<file path="src/rtl/rcc_seq.sv">
// rcc_seq: SDRAM-domain reset and clock-select sequencer.
// Holds the SDRAM domain in reset, then releases it and lets it settle.
// Clock source changes are glitch-safe: the clock is gated, the mux moves,
// and the clock is ungated only after settle periods on both sides.
// All outputs are registered and decoded from the next state.
module rcc_seq #(
    parameter int unsigned MUX_DELAY  = 2,
    parameter int unsigned SYNC_DELAY = 2,
    parameter int unsigned RST_HOLD   = 8
) (
    input  logic clk_i,
    input  logic hw_rst_i,
    input  logic sw_rst_req_i,
    input  logic sel_req_i,
    input  logic sel_i,
    output logic sel_ack_o,
    output logic clk_en_o,
    output logic clk_sel_o,
    output logic sdram_rst_o,
    output logic ready_o,
    output logic busy_o
);

    // Counter is wide enough for the largest timed state.
    localparam int unsigned MAX_MS = (MUX_DELAY > SYNC_DELAY) ? MUX_DELAY : SYNC_DELAY;
    localparam int unsigned MAX_P  = (MAX_MS > RST_HOLD) ? MAX_MS : RST_HOLD;
    localparam int unsigned CW     = $clog2(MAX_P) + 1;

    // Reload values: a state lasts (load + 1) cycles, expiring when count is 0.
    localparam logic [CW-1:0] HOLD_LD = CW'(RST_HOLD - 1);
    localparam logic [CW-1:0] SYNC_LD = CW'(SYNC_DELAY - 1);
    localparam logic [CW-1:0] MUX_LD  = CW'(MUX_DELAY - 1);

    typedef enum logic [2:0] {
        ST_HOLD,
        ST_RELEASE,
        ST_RUN,
        ST_GATE,
        ST_SWITCH,
        ST_UNGATE
    } state_t;

    state_t          state_q, state_d;
    logic [CW-1:0]   cnt_q, cnt_d;
    logic            pend_q, pend_d;     // reset requested during a switch
    logic            lat_q, lat_d;       // select value latched on acceptance
    logic            sel_q, sel_d;
    logic            en_q, en_d;
    logic            srst_q, srst_d;
    logic            rdy_q, rdy_d;
    logic            busy_q, busy_d;
    logic            ack_q, ack_d;
    logic            cnt_zero;

    assign cnt_zero = (cnt_q == '0);

    // Next-state, counter and registered-output decode.
    always_comb begin
        state_d = state_q;
        cnt_d   = cnt_zero ? cnt_q : (cnt_q - CW'(1));
        pend_d  = pend_q;
        lat_d   = lat_q;
        sel_d   = sel_q;
        ack_d   = 1'b0;

        case (state_q)
            ST_HOLD: begin
                if (sw_rst_req_i) begin
                    state_d = ST_HOLD;
                    cnt_d   = HOLD_LD;
                end else if (cnt_zero) begin
                    state_d = ST_RELEASE;
                    cnt_d   = SYNC_LD;
                end
            end

            ST_RELEASE: begin
                if (sw_rst_req_i) begin
                    state_d = ST_HOLD;
                    cnt_d   = HOLD_LD;
                end else if (cnt_zero) begin
                    state_d = ST_RUN;
                end
            end

            ST_RUN: begin
                // Reset wins over a select request; a request is not taken
                // in the cycle the previous one is acknowledged.
                if (sw_rst_req_i || pend_q) begin
                    state_d = ST_HOLD;
                    cnt_d   = HOLD_LD;
                    pend_d  = 1'b0;
                end else if (sel_req_i && !ack_q) begin
                    if (sel_i != sel_q) begin
                        state_d = ST_GATE;
                        cnt_d   = MUX_LD;
                        lat_d   = sel_i;
                    end else begin
                        ack_d = 1'b1;
                    end
                end
            end

            ST_GATE: begin
                pend_d = pend_q | sw_rst_req_i;
                if (cnt_zero) begin
                    state_d = ST_SWITCH;
                    cnt_d   = MUX_LD;
                    sel_d   = lat_q;
                end
            end

            ST_SWITCH: begin
                pend_d = pend_q | sw_rst_req_i;
                if (cnt_zero) begin
                    state_d = ST_UNGATE;
                    cnt_d   = SYNC_LD;
                end
            end

            ST_UNGATE: begin
                pend_d = pend_q | sw_rst_req_i;
                if (cnt_zero) begin
                    state_d = ST_RUN;
                    ack_d   = 1'b1;
                end
            end

            default: begin
                state_d = ST_HOLD;
                cnt_d   = HOLD_LD;
            end
        endcase

        // Clock is gated exactly while in GATE or SWITCH, so the mux only
        // moves (on SWITCH entry) with the gate already closed.
        en_d   = !((state_d == ST_GATE) || (state_d == ST_SWITCH));
        srst_d = (state_d == ST_HOLD);
        rdy_d  = (state_d == ST_RUN);
        busy_d = !rdy_d;
    end

    // State, counter and output registers with synchronous block reset.
    always_ff @(posedge clk_i) begin
        if (hw_rst_i) begin
            state_q <= ST_HOLD;
            cnt_q   <= HOLD_LD;
            pend_q  <= 1'b0;
            lat_q   <= 1'b0;
            sel_q   <= 1'b0;
            en_q    <= 1'b1;
            srst_q  <= 1'b1;
            rdy_q   <= 1'b0;
            busy_q  <= 1'b1;
            ack_q   <= 1'b0;
        end else begin
            state_q <= state_d;
            cnt_q   <= cnt_d;
            pend_q  <= pend_d;
            lat_q   <= lat_d;
            sel_q   <= sel_d;
            en_q    <= en_d;
            srst_q  <= srst_d;
            rdy_q   <= rdy_d;
            busy_q  <= busy_d;
            ack_q   <= ack_d;
        end
    end

    assign sel_ack_o   = ack_q;
    assign clk_en_o    = en_q;
    assign clk_sel_o   = sel_q;
    assign sdram_rst_o = srst_q;
    assign ready_o     = rdy_q;
    assign busy_o      = busy_q;

endmodule

</file>
<file path="config.mk">
export PLATFORM = sky130hd
export DESIGN_NAME = rcc_seq
export DESIGN_NICKNAME = d
export VERILOG_FILES = /design/src/rtl/rcc_seq.sv
export SDC_FILE = /design/constraint.sdc
export NUM_CORES = 1
export LEC_CHECK = 0
export ABC_CLOCK_PERIOD_IN_PS = 2000
export BUFFER_PORTS_ARGS = -buffer_cell sky130_fd_sc_hd__clkbuf_2
export CAP_MARGIN = 10
export CORE_MARGIN = 10
export CORE_UTILIZATION = 28
export DETAILED_ROUTE_END_ITERATION = 8
export PLACE_DENSITY = 0.55
export SYNTH_ARGS = -nofsm -noshare
export SYNTH_HDL_FRONTEND = slang
export SYNTH_SLANG_ARGS = --single-unit
</file>
<file path="constraint.sdc">
create_clock -name clk_i -period 2 [get_ports clk_i]
set_clock_uncertainty 0.1 [all_clocks]
set_input_delay 0.4 -clock clk_i [delete_from_list [all_inputs] [get_ports clk_i]]
set_output_delay 0.4 -clock clk_i [all_outputs]
set_load 0.02 [all_outputs]
</file>
Word level (Yosys, flattened, before mapping)
Cells that the tools add are included.
{"block": "word_totals", "register_bits": 15, "latchBits": 0, "memories": 0, "out_inout_bits": 6, "wordCells": 63, "romBits": 0, "mem_bits_rw": 0}
{"block": "op_classes", "shifts": 0, "eq_ne": 10, "div_mod_pow": 0, "order_cmp": 0, "n_bitwise": 2, "n_mul": 0, "add_sub_neg": 1, "n_reduce_logical": 15, "muxes": 25}
{"cell": "2-to-1 mux 4 bit", "n": 7}
{"cell": "2-to-1 mux 3 bit", "n": 9}
{"cell": "case mux 4 bit (5 select lines)", "n": 1}
{"cell": "case mux 3 bit (6 select lines)", "n": 1}
{"cell": "equality test 3 x 2 -> 1 bit, second input constant", "n": 4}
{"cell": "equality test 3 bit, second input constant", "n": 3}
{"cell": "logical NOT 3 bit", "n": 2}
{"cell": "2-to-1 mux 1 bit", "n": 5}
{"cell": "logical NOT 4 bit", "n": 1}
{"cell": "case mux 1 bit (2 select lines)", "n": 2}
{"cell": "AND reduction 2 bit", "n": 2}
{"cell": "AND reduction 4 bit", "n": 1}
{"cell": "subtractor 4 x 1 -> 4 bit, second input constant", "n": 1}
{"cell": "equality test 3 x 1 -> 1 bit, second input constant", "n": 1}
{"cell": "logical NOT 1 bit", "n": 3}
{"cell": "OR reduction 3 bit", "n": 1}
{"cell": "logical OR 1 bit", "n": 2}
{"cell": "!= test 2 bit, second input constant", "n": 1}
{"cell": "nonzero test 2 bit", "n": 1}
{"cell": "OR reduction 2 bit", "n": 1}
{"cell": "logical AND 1 bit", "n": 1}
{"cell": "!= test 1 bit", "n": 1}
{"cell": "NOT 1 bit", "n": 1}
{"cell": "OR 1 bit", "n": 1}

Longest topological paths before layout
Gate-level depths: netlist of run 1.
{"block": "logic_depth", "ltp_word": 8, "depth_mapped": 9, "depth_no_buf": 9}

Least setup slack after synthesis of run 1
OpenSTA, ideal clock, no wires.
{"block": "synth_path", "path_type": "register to register", "start": "register cnt_q[0]", "end": "register cnt_q[0]", "path_stages_with_launch": 8, "n_path_buf": 0, "setup_slack_ns": -0.041, "t_arrival_ns": 1.814, "required_ns": 1.773, "setup_ns": 0.127, "period_less_slack_ns": 2.041, "cell_sequence": "dfxtp_1 -> inv_1 -> ha_1 -> nor3b_4 -> inv_2 -> ha_1 -> o311a_1 -> or3_1"}
{"block": "synth_via", "elab_chain_cells": 6, "elab_cells_between_ends": 10, "cone_classes": "add/sub (1); mux (8); reduce/logical (1)"}
{"item": "start: declaration", "line_no": "44", "source": "logic [CW-1:0] cnt_q, cnt_d;"}
{"item": "start signal: assignment", "line_no": "158", "source": "cnt_q <= cnt_d;"}
{"item": "subtractor 4 x 1 -> 4 bit / logical NOT 4 bit (equally long branches)", "line_no": "60, 55"}
{"item": "2-to-1 mux 4 bit", "line_no": "60", "source": "cnt_d = cnt_zero ? cnt_q : (cnt_q - CW'(1));"}
{"item": "2-to-1 mux 4 bit", "line_no": "94", "source": "if (sel_i != sel_q) begin"}
{"item": "2-to-1 mux 4 bit", "line_no": "93", "source": "end else if (sel_req_i && !ack_q) begin"}
{"item": "2-to-1 mux 4 bit", "line_no": "89", "source": "if (sw_rst_req_i || pend_q) begin"}
{"item": "case mux 4 bit (5 select lines) *", "line_no": "66", "source": "case (state_q)"}
Every way passes the cells marked *; elsewhere a longest branch is shown, timed or not.
A chain may end at the register's enable or synchronous reset.

Worst setup path in the final report of run 1
{"block": "layout_path", "start": "register cnt_q[1]", "end": "register cnt_q[0]"}
{"block": "layout_via", "elab_chain_cells": 6, "elab_cells_between_ends": 9, "cone_classes": "mux (8); reduce/logical (1)"}
{"item": "logical NOT 4 bit *", "line_no": "55", "source": "assign cnt_zero = (cnt_q == '0);"}
{"item": "2-to-1 mux 4 bit", "line_no": "60"}
{"item": "2-to-1 mux 4 bit", "line_no": "94"}
{"item": "2-to-1 mux 4 bit", "line_no": "93"}
{"item": "2-to-1 mux 4 bit", "line_no": "89"}
{"item": "case mux 4 bit (5 select lines) *", "line_no": "66"}
Marked as above.

==> results of run 1 <==
[cell usage after synthesis (all sizes together), types with 2 or more instances]
| cell | number | area share |
|---|---|---|
| ha | 2 | 0.030 |
| a21oi | 9 | 0.053 |
| or3 | 3 | 0.022 |
| nor4 | 2 | 0.022 |
| nor2 | 7 | 0.031 |
| clkbuf | 2 | 0.0089 |
| o21ai | 4 | 0.024 |
| and2 | 2 | 0.015 |
| nand2 | 6 | 0.027 |
| buf | 2 | 0.012 |
| nor3 | 3 | 0.018 |
| dfxtp | 15 | 0.36 |
| a211oi | 2 | 0.030 |
| o31ai | 2 | 0.018 |
| a21o | 2 | 0.018 |
| a311o | 2 | 0.024 |
| o211ai | 2 | 0.018 |
| nand2b | 3 | 0.022 |
| inv | 5 | 0.022 |
| nor3b | 2 | 0.031 |
[final timing paths]
path / from / endpoint / slack [ns] / cells past startpoint
setup / recovery: cnt_q[1] / cnt_q[0] / 0.08 / 7
hold / removal: sel_req_i / sel_ack_o / 0.27 / 3
setup reg to reg: cnt_q[1] / cnt_q[0] / 0.08 / 7
hold reg to reg: lat_q / clk_sel_o / 0.37 / 2
[layer usage]
layer	routed length, µm	up-vias	part of all wire
met5	0	-	0
li1	-	390	-
met3	127	4	0.062
met4	28	0	0.014
met2	962	18	0.47
met1	933	373	0.45
[final cells by class]
type | count | area, µm² | share of cell area
multi-input cells | 72 | 539 | 0.527
flip-flops and latches | 15 | 304 | 0.297
repair buffers | 16 | 95.1 | 0.0929
well taps | 31 | 38.8 | 0.0379
clock buffers | 3 | 22.5 | 0.0220
inverters | 5 | 18.8 | 0.0183
clock inverters | 1 | 5.00 | 0.00489
[cell families (layout without fill, tap and decap cells)]
group | after synthesis | in the layout | synth area share
compound gates | 32 | 32 | 0.273
buf+inv | 9 | 25 | 0.0431
fa+ha+maj | 2 | 2 | 0.0297
flops | 15 | 15 | 0.357
simple gates | 35 | 35 | 0.253
xor+xnor | 1 | 1 | 0.0193
mux | 2 | 2 | 0.0253
[per-stage QoR]
step           hold slack, ns  setup WS, ns  power (µW)  cell area (µm²)  cells
6_report                0.267        0.0848         536             1020    143
2_1_floorplan           0.332       0.00204         344              857     96
3_3_place_gp            0.350        0.0839         361              973    139
4_1_cts                 0.268        0.0265         539             1000    143
5_1_grt                 0.289      -0.00124         565             1020    143
3_5_place_dp            0.352        0.0433         362              973    139
[where the power goes]
group / internal (µW) / switching (µW)
Clock: 74.4 / 103
Sequential: 303 / 3.71
Combinational: 24.3 / 28.0
Total: 402 / 134
[critical path: stages, from the launching register on]
cell and delay, ns:
dfxtp_2 0.34, inv_2 0.06, ha_4 0.14, nor3b_4 0.21, inv_2 0.08, ha_4 0.21, o311a_1 0.31, or3_1 0.34
==> out/results.ini, run 1 <==
[clocking]
cts_resized = 0
clock-sinks = 15
cts_made_buffers = 3
cts-root-buf = clkbuf_4
cts_setup_buffers = 0
clk_latency_ns = 0.29
cts_tree = done
clkTransAtPathRegs_ns = 0.10
clockBufferDepth = 2
postCtsHoldBufs = 0
ctsHtreeMaxLevel = 1

[timing]
slew_violations = 0
setup_violations = 0
timing.final.hold_violations = 0
period_needed_ns = 1.92
slew_headroom = 0.712
period_share = 0.958
timing.fmax_ghz = 0.522
fin_tns_setup_ns = 0
worst_pin_slew_ns = 0.431

[layout]
drive_above_1_share = 0.321
regMostFlops = cnt_q
area_growth_pct = 21.5
diodes = 0
reg_top3 = cnt_q: 4 flops, state_q: 3 flops
finish.utilization = 0.365
nNetsFinal = 120
fillers = 304
final_cell_mix = dfxtp_1, clkbuf_2, a21oi_1, nor2_1
final_common_cell = dfxtp_1
largest_register_ff_count = 4

[routing]
wl_um = 2050
dr.first_iter.drc_count = 20
num_vias = 785
postRouteAntennaNets = 0
dr.pass1.iters = 4
drc = 0
wire_per_inst_um = 14.3
viasPerCell = 5.49

[synthesis]
yosysUniqueCellTypes = 43
ys_warn_count = 0
async_flop_share = 0
mappedNetlistArea_um2 = 842
syn_inst = 96
syn_area_per_cell_um2 = 8.77
ys_ff_latch = 15
synth-edff-count = 0
yosysSeqAreaShare = 0.357
ys.flop_type = dfxtp_1
synth_fp_nets = 103

[placement]
io_buffers = 10
place_hpwl_um = 1620
gp_congestion = 0.819

[worst_hold_path]
min_path_type = in2reg

[global_route]
use_met1 = 0.0965
busiest_layer = met2
grt_overflow_total = 0
track_usage = 0.0806
antenna_found_initial = 0
grt_start_max_net_pins = 14
first_global_vias = 758
grt.met3_usage = 0.0394
grt_use_met2 = 0.118
grt_pass1_wl_um = 3540

[floorplan]
row_count = 19
die_h_um = 74.8
die_x_um = 74.8
die_area_um2 = 5600
top_level_ports = 11
initial_core_util = 0.300
core_um2 = 2810

[power]
p_leak_uw = 0.000389
p_per_area_nw_per_um2 = 524
peakVddDrop_v = 0.000276

[critical_path]
cp-end-kind = flop
critPathMaxFanout = 4
path_class = reg2reg
cp.required_ns = 2.07
start_kind = flop
cp.arrival_ns = 1.98

[run]
drv_cap = 0

[status]
status = completed

Note: power is estimated with default switching activity, not from simulation.
==> inputs of run 2 (changes only) <==
--- a/config.mk
+++ b/config.mk
@@ -6,12 +6,13 @@
 export NUM_CORES = 1
 export LEC_CHECK = 0
 export ABC_CLOCK_PERIOD_IN_PS = 2000
-export BUFFER_PORTS_ARGS = -buffer_cell sky130_fd_sc_hd__clkbuf_2
+export BUFFER_PORTS_ARGS = -buffer_cell sky130_fd_sc_hd__buf_2
 export CAP_MARGIN = 10
 export CORE_MARGIN = 10
 export CORE_UTILIZATION = 28
 export DETAILED_ROUTE_END_ITERATION = 8
 export PLACE_DENSITY = 0.55
+export SETUP_SLACK_MARGIN = 0.5
 export SYNTH_ARGS = -nofsm -noshare
 export SYNTH_HDL_FRONTEND = slang
 export SYNTH_SLANG_ARGS = --single-unit
==> run 2 against run 1 <==
Via count up 4.5%. Final area grew 14%. Non-clock buffer count up 9. Fmax is 4.4% higher. Clock-buffer cell count unchanged. Critical path depth grew 1. Clock power is 3% higher. Critical path type unchanged. Largest cell class unchanged. Largest power group unchanged. Highest routed layer unchanged.
==> out/results.ini, run 2 (synthesis results as in run 1) <==
[global_route]
grt_pass1_wl_um = 3500  ; -1.2%
grt_overflow_total = 0  ; unchanged
antenna_found_initial = 0  ; unchanged
first_global_vias = 761  ; +0.40%
grt_start_max_net_pins = 13  ; -1
track_usage = 0.0798  ; -0.000785

[critical_path]
critPathMaxStageDelay_ns = 0.34  ; about the same
cp_common_cell = inv_2
cp.required_ns = 2.10  ; +0.03 ns
cp-end-kind = flop
path_class = reg2reg
path_cells = inv_2 > ha_4 > nor3b_4 > inv_2 > buf_4 > or3_1 > a21o_1 > a31o_1
critPathMaxFanout = 5  ; +1
start_kind = flop
cp.arrival_ns = 1.93  ; -0.05 ns
slowest_stage = dfxtp_2

[clocking]
clk_latency_ns = 0.29  ; about the same
clockBufferDepth = 2  ; unchanged
cts_made_buffers = 3  ; unchanged
clock-sinks = 15  ; unchanged
ctsHtreeMaxLevel = 1  ; unchanged
cts_tree = done
cts-root-buf = clkbuf_4
clkTransAtPathRegs_ns = 0.09  ; about the same

[routing]
wl_met3_um = 123  ; -3.1%
dr_wl_met2_um = 1100  ; +14%
num_vias = 820  ; +4.5%
viasPerCell = 5.39  ; -1.7%
drc = 0  ; unchanged
wire_per_inst_um = 14.6  ; +2.1%
dr.pass1.iters = 4  ; unchanged
highest_layer = met4
dr.first_iter.drc_count = 22  ; +10%
met1_length_um = 994  ; +6.5%
postRouteAntennaNets = 0  ; unchanged
wl_um = 2230  ; +8.5%

[timing]
setup_violations = 0  ; unchanged
fin_tns_setup_ns = 0  ; unchanged
timing.final.hold_violations = 0  ; unchanged
timing.fmax_ghz = 0.545  ; +4.4%
grt_setup_unrepaired = true
slew_headroom = 0.660  ; -0.0519
worst_pin_slew_ns = 0.509  ; +0.0774 ns
period_needed_ns = 1.83  ; -0.0815 ns
slew_violations = 0  ; unchanged
period_share = 0.917  ; -0.0408

[placement]
place_hpwl_um = 1570  ; -3.4%
gp_congestion = 0.808  ; -1.3%
dp.cells = 137  ; -1.4%
io_buffers = 10  ; unchanged

[layout]
area_growth_pct = 38.3
largest_register_ff_count = 4  ; unchanged
reg_top3 = cnt_q: 4 flops, state_q: 3 flops
nNetsFinal = 129  ; +7.5%
final_common_cell = buf_4
final_cell_mix = buf_4, dfxtp_1, buf_2, a21oi_1
finish.utilization = 0.415  ; +0.0504
multi_input_area_um2 = 602  ; +12%
fin_cells = 152  ; +6.3%
drive_above_1_share = 0.455  ; +0.133
fillers = 284  ; -6.6%
regMostFlops = cnt_q
diodes = 0  ; unchanged
seqCellArea_um2 = 308  ; +1.2%

[worst_hold_path]
min_path_type = in2reg

[power]
p_per_area_nw_per_um2 = 469  ; -10%
p_leak_uw = 0.000451  ; +16%
peakVddDrop_v = 0.000300  ; +8.5%

[floorplan]
row_count = 19  ; unchanged
initial_core_util = 0.300  ; unchanged
die_area_um2 = 5600  ; unchanged
die_x_um = 74.8  ; unchanged
top_level_ports = 11  ; unchanged
core_um2 = 2810  ; unchanged
die_h_um = 74.8  ; unchanged

[status]
status = completed

[run]
drv_cap = 0  ; unchanged

-- run 2: changes by cell type in the layout (fill, tap and decap cells not counted), sizes merged --
cell    delta
clkbuf    -10
buf       +19
-- run 2: per-layer routing --
layer / vias to the layer above / GRT usage
li1: 406 / -
met3: 3 / 0.0381
met4: 0 / 0.00630
met2: 19 / 0.131
met5: - / 0
met1: 392 / 0.0958
-- run 2: layout make-up --
| cell class | count | area share |
|---|---|---|
| Tap cell | 31 | 0.0333 |
| Clock buffer | 3 | 0.0193 |
| Inverter | 5 | 0.0161 |
| Multi-Input combinational cell | 72 | 0.517 |
| Clock inverter | 1 | 0.00430 |
| Sequential cell | 15 | 0.264 |
| Timing Repair Buffer | 25 | 0.146 |
-- run 2: worst paths after layout --
path                 end  cells after the start      from  slack, ns
max          sdram_rst_o                      8  cnt_q[0]       0.17
min                lat_q                      3     sel_i       0.27
max reg2reg  sdram_rst_o                      8  cnt_q[0]       0.17
min reg2reg        lat_q                      2     lat_q       0.38
-- run 2: what timing repair did --
item	CTS	global route
setup endpoints to repair	12	13
hold buffers	0	0
pin swaps	5	11
setup buffers	9	2
gates cloned	0	0
gates resized for setup	11	11
-- run 2: power by group --
group          switching, µW  internal, µW  leakage [µW]
Combinational           32.3          28.0      0.000311
Sequential              3.16           302      0.000122
Clock                    107          74.6     0.0000177
Total                    143           404      0.000451
-- run 2: worst max-delay path: cells and delay by family (launching register included) --
kind / cells / cell delay [ns]
flops: 1 / 0.34
simple gates: 2 / 0.50
buf+inv: 3 / 0.30
compound gates: 2 / 0.36
fa+ha+maj: 1 / 0.13
-- run 2: stage by stage --
stage               worst slack, ns  hold WS, ns  power [µW]  cell area, µm²
finish                        0.166        0.274         547            1160
global route                 0.0964        0.275         578            1160
CTS                           0.168        0.274         550            1110
detailed placement           0.0113        0.351         362             970
global placement             0.0554        0.349         360             970
floorplan                     0.117        0.332         348             868
==> inputs of run 3 (changes only) <==
--- a/config.mk
+++ b/config.mk
@@ -8,10 +8,12 @@
 export ABC_CLOCK_PERIOD_IN_PS = 2000
 export BUFFER_PORTS_ARGS = -buffer_cell sky130_fd_sc_hd__buf_2
 export CAP_MARGIN = 10
+export CELL_PAD_IN_SITES_DETAIL_PLACEMENT = 0
+export CELL_PAD_IN_SITES_GLOBAL_PLACEMENT = 1
 export CORE_MARGIN = 10
-export CORE_UTILIZATION = 28
+export CORE_UTILIZATION = 37
 export DETAILED_ROUTE_END_ITERATION = 8
-export PLACE_DENSITY = 0.55
+export PLACE_DENSITY = 0.81
 export SETUP_SLACK_MARGIN = 0.5
 export SYNTH_ARGS = -nofsm -noshare
 export SYNTH_HDL_FRONTEND = slang
==> run 3 against run 2 <==
Cell count is 0.66% lower. Global-route usage is 3.1 points higher. Sequential power hardly changed. Register-to-register slack hardly changed. Sequential share of layout area is 0.48 points higher. Wire length is 9.2% higher. Non-clock buffer count is 2 higher. Power is 0.67% higher. Critical path type unchanged.
==> out/results.ini, run 3 (synthesis results as in run 1) <==
[status]
status = completed

[floorplan]
die_x_um = 67.7  ; -9.5%
top_level_ports = 11  ; unchanged
row_count = 17  ; -2
die_h_um = 67.7  ; -9.5%
initial_core_util = 0.384  ; +0.0842
die_area_um2 = 4580  ; -18%
core_um2 = 2190  ; -22%

[timing]
timing.fmax_ghz = 0.549  ; +0.59%
period_share = 0.911  ; -0.00540
worst_pin_slew_ns = 0.445  ; -0.0641 ns
period_needed_ns = 1.82  ; -0.0108 ns
setup_violations = 0  ; unchanged
slew_headroom = 0.703  ; +0.0424
fin_tns_setup_ns = 0  ; unchanged
grt_setup_unrepaired = true
timing.final.hold_violations = 0  ; unchanged
slew_violations = 0  ; unchanged

[critical_path]
path_cells = inv_2 > ha_4 > nor3b_4 > inv_2 > ha_4 > o311a_1 > or3_1
ff2ff_path_depth = 7  ; -1
cp-end-kind = flop
r2r_start = cnt_q[0]
cp.arrival_ns = 1.91  ; -0.02 ns
slowest_stage = dfxtp_2
cp.required_ns = 2.09  ; about the same
critPathMaxStageDelay_ns = 0.33  ; about the same
rr_endpoint = cnt_q[0]
cp-startpoint = cnt_q[0]
path_class = reg2reg
start_kind = flop
critPathMaxFanout = 4  ; -1
reg2reg_slack_ns = 0.18  ; about the same

[power]
peakVddDrop_v = 0.000395  ; +32%
p_per_area_nw_per_um2 = 471  ; +0.46%
p_leak_uw = 0.000454  ; +0.62%

[clocking]
clkTransAtPathRegs_ns = 0.10  ; about the same
clock-sinks = 15  ; unchanged
postCtsHoldBufs = 0  ; unchanged
cts_made_buffers = 3  ; unchanged
clk_latency_ns = 0.30  ; about the same
clockBufferDepth = 2  ; unchanged
ctsHtreeMaxLevel = 1  ; unchanged
cts_tree = done
cts-root-buf = clkbuf_4

[routing]
wire_per_inst_um = 16.1  ; +9.9%
viasPerCell = 5.65  ; +4.7%
postRouteAntennaNets = 0  ; unchanged
dr.pass1.iters = 4  ; unchanged
wl_um = 2430  ; +9.2%
drc = 0  ; unchanged
num_vias = 853  ; +4.0%
dr.first_iter.drc_count = 19  ; -14%

[placement]
gp_congestion = 0.786  ; -2.8%
dp.cells = 133  ; -2.9%
io_buffers = 10  ; unchanged
place_hpwl_um = 1490  ; -4.6%

[global_route]
track_usage = 0.111  ; +0.0307
grt_start_max_net_pins = 13  ; unchanged
first_global_vias = 805  ; +5.8%
antenna_found_initial = 0  ; unchanged
grt_pass1_wl_um = 3860  ; +10%
grt_overflow_total = 0  ; unchanged

[layout]
reg_top3 = cnt_q: 4 flops, state_q: 3 flops
area_growth_pct = 38.6
diodes = 0  ; unchanged
largest_register_ff_count = 4  ; unchanged
fin_cells = 151  ; -0.66%
nNetsFinal = 131  ; +1.6%
regMostFlops = cnt_q
final_common_cell = buf_4
final_cell_mix = buf_4, dfxtp_1, buf_2, nor2_1, a21oi_1
drive_above_1_share = 0.480  ; +0.0251

[worst_hold_path]
min_from = sel_i
min_path_type = in2reg
whs_endpoint = lat_q
hold_depth = 3  ; unchanged

[run]
drv_cap = 0  ; unchanged

==> run 3: what timing repair did <==
item / in CTS / in global routing
hold endpoints to repair: 0 / 0
buffers inserted: 8 / 6
setup endpoints to repair: 12 / 13
gates resized for setup: 12 / 11
pin swaps: 8 / 6
==> run 3: layer usage <==
| layer | vias to the layer above | GRT usage | part of all wire |
|---|---|---|---|
| li1 | 415 | - | - |
| met1 | 404 | 0.126 | 0.41 |
| met2 | 25 | 0.181 | 0.52 |
| met3 | 9 | 0.0264 | 0.042 |
| met4 | 0 | 0.0692 | 0.034 |
| met5 | - | 0 | 0 |
==> run 3: how the worst max path moves through the flow <==
stage	end	slack (ns)
floorplan	cnt_q[0]	0.12
global placement	cnt_q[0]	0.04
detailed placement	cnt_q[0]	0.009
CTS	cnt_q[0]	0.17
global route	cnt_q[0]	0.08
finish	cnt_q[0]	0.18
==> run 3: layout make-up <==
| cell class | count | area (µm²) |
|---|---|---|
| Clock buffer | 3 | 22.5 |
| Clock inverter | 1 | 5.00 |
| Fill cell | 208 | 1020 |
| Inverter | 5 | 18.8 |
| Multi-Input combinational cell | 72 | 591 |
| Sequential cell | 15 | 314 |
| Tap cell | 28 | 35.0 |
| Timing Repair Buffer | 27 | 181 |
==> run 3: where the power goes <==
group          leakage [µW]  total (µW)  internal, µW  switching [µW]
logic              0.000313        62.4          29.1            33.3
registers          0.000123         302           299            3.02
clock network     0.0000177         186          74.7             111
==> run 3: through the flow <==
step	area [µm²]	utilization	hold slack, ns	setup slack, ns	power, µW
floorplan	868	-	0.332	0.117	348
global placement	958	0.437	0.353	0.0445	362
detailed placement	958	0.437	0.351	0.00886	364
CTS	1090	0.496	0.273	0.174	546
global route	1170	0.533	0.296	0.0793	569
finish	1170	0.533	0.272	0.177	550
==> run 3: worst max-delay path: cells and delay by family (launching register included) <==
family                     cells  cell delay (ns)
AOI/OAI and AO/OA              1             0.28
and+or+nand+nor                2             0.49
buffers and inverters          2             0.16
adders and majority gates      2             0.35
DFF                            1             0.33
